### src/rtl/alu_share_arb.sv
// Arbitrates one external combinational ALU between two requesters (round-robin or fixed priority).
// Accepted ops land in a per-port response slot one cycle later; a full, undrained slot stalls only its own port.
module alu_share_arb #(
  parameter int WIDTH         = 32,
  parameter bit PRIORITY_MODE = 1'b0
) (
  input  logic             clk,
  input  logic             rst,

  input  logic             req0_valid,
  output logic             req0_ready,
  input  logic [WIDTH-1:0] req0_a,
  input  logic [WIDTH-1:0] req0_b,
  input  logic [2:0]       req0_f,
  output logic             rsp0_valid,
  input  logic             rsp0_ready,
  output logic [WIDTH-1:0] rsp0_s,
  output logic             rsp0_zero,

  input  logic             req1_valid,
  output logic             req1_ready,
  input  logic [WIDTH-1:0] req1_a,
  input  logic [WIDTH-1:0] req1_b,
  input  logic [2:0]       req1_f,
  output logic             rsp1_valid,
  input  logic             rsp1_ready,
  output logic [WIDTH-1:0] rsp1_s,
  output logic             rsp1_zero,

  output logic [WIDTH-1:0] alu_a,
  output logic [WIDTH-1:0] alu_b,
  output logic [2:0]       alu_f,
  input  logic [WIDTH-1:0] alu_s,
  input  logic             alu_zero
);

  logic last_grant;
  logic slot_free0, slot_free1;
  logic elig0, elig1;
  logic grant0, grant1;

  // A slot counts as free when it is empty or being drained on this edge.
  // Requests are never accepted while reset is asserted.
  assign slot_free0 = !rsp0_valid || rsp0_ready;
  assign slot_free1 = !rsp1_valid || rsp1_ready;
  assign elig0      = req0_valid && slot_free0 && !rst;
  assign elig1      = req1_valid && slot_free1 && !rst;

  always_comb begin
    grant0 = 1'b0;
    grant1 = 1'b0;
    if (elig0 && elig1) begin
      if (PRIORITY_MODE) begin
        grant0 = 1'b1;
      end else if (last_grant) begin
        grant0 = 1'b1;
      end else begin
        grant1 = 1'b1;
      end
    end else begin
      grant0 = elig0;
      grant1 = elig1;
    end
  end

  assign req0_ready = grant0;
  assign req1_ready = grant1;

  always_comb begin
    alu_a = '0;
    alu_b = '0;
    alu_f = '0;
    if (grant0) begin
      alu_a = req0_a;
      alu_b = req0_b;
      alu_f = req0_f;
    end else if (grant1) begin
      alu_a = req1_a;
      alu_b = req1_b;
      alu_f = req1_f;
    end
  end

  always_ff @(posedge clk or posedge rst) begin
    if (rst) begin
      last_grant <= 1'b1;
      rsp0_valid <= 1'b0;
      rsp0_s     <= '0;
      rsp0_zero  <= 1'b0;
      rsp1_valid <= 1'b0;
      rsp1_s     <= '0;
      rsp1_zero  <= 1'b0;
    end else begin
      // Loading a new result takes precedence over draining the old one.
      if (grant0) begin
        rsp0_valid <= 1'b1;
        rsp0_s     <= alu_s;
        rsp0_zero  <= alu_zero;
      end else if (rsp0_ready) begin
        rsp0_valid <= 1'b0;
      end

      if (grant1) begin
        rsp1_valid <= 1'b1;
        rsp1_s     <= alu_s;
        rsp1_zero  <= alu_zero;
      end else if (rsp1_ready) begin
        rsp1_valid <= 1'b0;
      end

      if (grant0) begin
        last_grant <= 1'b0;
      end else if (grant1) begin
        last_grant <= 1'b1;
      end
    end
  end

endmodule

### config.mk
export PLATFORM = sky130hd
export DESIGN_NAME = alu_share_arb
export DESIGN_NICKNAME = d
export VERILOG_FILES = /design/src/rtl/alu_share_arb.sv
export SDC_FILE = /design/constraint.sdc
export NUM_CORES = 1
export LEC_CHECK = 0
export ABC_AREA = 0
export CORE_MARGIN = 4
export CORE_UTILIZATION = 32
export CTS_BUF_LIST = sky130_fd_sc_hd__clkbuf_16
export DETAILED_ROUTE_END_ITERATION = 7
export PLACE_DENSITY = 0.77
export SLEW_MARGIN = 20
export SYNTH_ARGS = -nofsm -noshare
export SYNTH_HDL_FRONTEND = slang
export SYNTH_SLANG_ARGS = --single-unit
export TNS_END_PERCENT = 1
### constraint.sdc
create_clock -name clk -period 6.6 [get_ports clk]
set_input_delay 1.98 -clock clk [delete_from_list [all_inputs] [get_ports clk]]
set_output_delay 1.98 -clock clk [all_outputs]
set_load 0.05 [all_outputs]
==> impl_results.md <==
- Synthesized flop and latch total: 69
- Unrepaired setup endpoints after global routing: no
- Slew Limit Fails: 0
- Unique cell type count in the Yosys netlist: 24
- Slowest CP cell: buf_4
- Die width: 123 um
- Critical Path End Type: primary output
- Root Driver: clkbuf_16
- Worst setup margin: 0.615 ns
- Crit Path Category: input pin to primary output
- Final core utilization: 58.6%
- Worst slew pin tran: 0.848 ns
- CP Max Fanout: 67
- Endpoints failing setup: 0
- Max_cap viols: 0
- Setup_tns: 0 ns
- Normalized max-slew margin: 43.5%
- Period utilization: approximately 91%
- Bufs on Longest Clock Path: 2
- Post-DRT Antenna Nets: 0
- FMAX: 167 MHz
- Clock-pin slew on the worst setup and hold paths: 0.05 ns
- FP Rows: 41
- Cell count after synthesis: 390
- Worst Path Buf+Inv: 3
- Via count: approximately 4100
- Worst-Skew Late Latency: 0.32 ns
- Inst Count DP: 842
- Routed length per placed instance: 17.9 um
- Iter 0 DRT Violations: around 250
- Fin crit period: approximately 6 ns
- Fin cells: 856
- Die area: 15100 um^2
- Setup slack at placement: about 0.65 ns
- Post-route cell area: 7490 um^2
- Synth Warn #: 0
- Worst Setup Start Kind: input pin
- Final Hold Fails: 0
- Most frequent CP cell: buf_4
- I/O pin count: 310
- Clock Sink Count: 69
- Crit-path cells: clkdlybuf4s50_1 -> nand2b_4 -> o211ai_4 -> buf_4 -> o32ai_1 -> buf_4
- Cell family with most CP delay: buffers and inverters
- N_diodes: 0
- Antenna violations before repair: 0
- Total leakage power: 3.41 nW
- Mapped Area: 4230 um^2
- IO buf count: 309
- PD cells: 314 nW/um^2
- VDD IR max: around 0.00021 V
- Number of global-route vias before repair: 4310
- RePlAce Congestion: roughly 0.81
- Drt drc: 0
- Run status: finished clean
- All-Layer GR Usage: 18.8%
- Syn avg cell area: around 11 um^2
- Placed cell areas: 7220 um^2
- Final wirelength: 15.3 mm
- Hpwl dp: 11.8 mm
- Setup Buffers After CTS: 0
- Die Ht: 123 um
- Area delta synth->final: 77.1%
- Pin count of the biggest net entering global routing: 77
- CTS tree: built
- CP max stage delay: 0.66 ns
- Final #Nets: 854
- Worst Skew: 0.00356 ns
- Starting density of the core: 33.1%
- Core Region: 12800 um^2
- CTS H-tree depth: 3
- Post-cts resize count: 0
- TritonRoute pass-1 iters: 4
- Arrival time of the worst setup path: ~4 ns
- Vias/cell: approximately 4.8
- Congestion Overflow GR: 0
- First-pass GRT wire length: between 20 and 25 mm
- # hold bufs at CTS: 0
- Inserted Clock Buffers: 9
- Layout cells sized above 1: 23.5%
- Critical path data required time: around 4.6 ns
- Register area share after synthesis: 40.8%
- Synthesized Nets: 563
- Hold Crit Class: flop to flop
[synth_stat cells]
cell | n | area share, %
mux2_4 | 35 | 12
nor2b_2 | 1 | 0.21
nand2_1 | 70 | 6.2
mux2_1 | 21 | 5.6
o32ai_2 | 20 | 7.7
mux2_2 | 10 | 2.7
o32ai_1 | 47 | 9.7
dfstp_2 | 1 | 0.62
buf_1 | 2 | 0.18
nor2b_1 | 1 | 0.15
clkbuf_1 | 15 | 1.3
nand2b_1 | 2 | 0.30
a31oi_1 | 1 | 0.15
nor2b_4 | 2 | 0.65
o211ai_2 | 2 | 0.59
inv_1 | 69 | 6.1
buf_4 | 3 | 0.53
buf_2 | 6 | 0.71
o211ai_4 | 2 | 1.0
a21oi_1 | 1 | 0.12
inv_2 | 1 | 0.089
nand2b_4 | 1 | 0.33
buf_6 | 9 | 2.4
dfrtp_1 | 68 | 40
[cell type report]
cell class,count,area (um^2)
repair buffers,315,2970
multi-input cells,216,2040
clock buffers,9,225
flip-flops and latches,69,1730
fillers,1032,5280
inverters,70,265
well taps,172,215
clock inverters,5,45.0
[cell families (layout without fill, tap and decap cells)]
kind of cell / count (synthesis) / count (layout) / synth area share (%)
AO/OA/AOI/OAI: 73 / 73 / 19.3
flip-flops: 69 / 69 / 40.8
buffers and inverters: 105 / 399 / 11.4
AND/OR/NAND/NOR: 77 / 77 / 7.84
multiplexers: 66 / 66 / 20.7
[flip-flops by register name (all words and copies together), names as in the netlist]
name / flops
rsp0_s: 32
rsp1_s: 32
last_grant: 1
rsp0_valid: 1
rsp0_zero: 1
rsp1_valid: 1
rsp1_zero: 1
[power breakdown]
group / total, mW / internal [mW] / switching [mW] / leakage, nW
Clock: 0.440 / 0.282 / 0.158 / 0.135
Sequential: 0.610 / 0.543 / 0.0663 / 0.811
Combinational: 1.30 / 0.496 / 0.804 / 2.47
Total: 2.35 / 1.32 / 1.03 / 3.41
[per-stage QoR]
stage               total power, mW  hold slack [ns]
floorplan                      1.45            0.512
global placement               1.90            0.475
detailed placement             1.92            0.481
CTS                            2.37            0.492
global route                   2.45            0.507
finish                         2.35            0.485
[path summary, 6_finish.rpt]
| check | depth (start not counted) | start | to | slack (ns) |
|---|---|---|---|---|
| worst max-delay path | 6 | req1_valid | alu_b[8] | 0.61 |
| worst min-delay path | 1 | rsp0_s[5] | rsp0_s[5] | 0.49 |
| max in group asynchronous | 3 | rst | rsp0_s[5] | 3.55 |
| worst max register to register | 4 | last_grant | rsp1_s[31] | 4.63 |
| min in group asynchronous | 2 | rst | rsp0_s[31] | 1.81 |
| worst min register to register | 1 | rsp0_s[5] | rsp0_s[5] | 0.49 |
[placed cells by master, fill, tap and decap left out, drive strengths merged]
cell           Yosys  layout
a21oi              1       1
nor2b              4       4
mux2              66      66
clkbuf            15       9
bufinv             0       1
o211ai             4       4
inv               70      71
dfrtp             68      68
buf               20      76
clkinv             0       3
nand2             70      70
a31oi              1       1
o32ai             67      67
dfstp              1       1
nand2b             3       3
clkdlybuf4s50      0     239
[layer usage]
layer	routed length, um	track usage [%]	vias to the layer above
met4	361	5.74	0
met3	1230	6.50	27
met2	8010	33.0	194
met5	0	0	-
li1	-	-	1937
met1	5740	21.6	1975
Note: power is estimated with default switching activity, not from simulation.
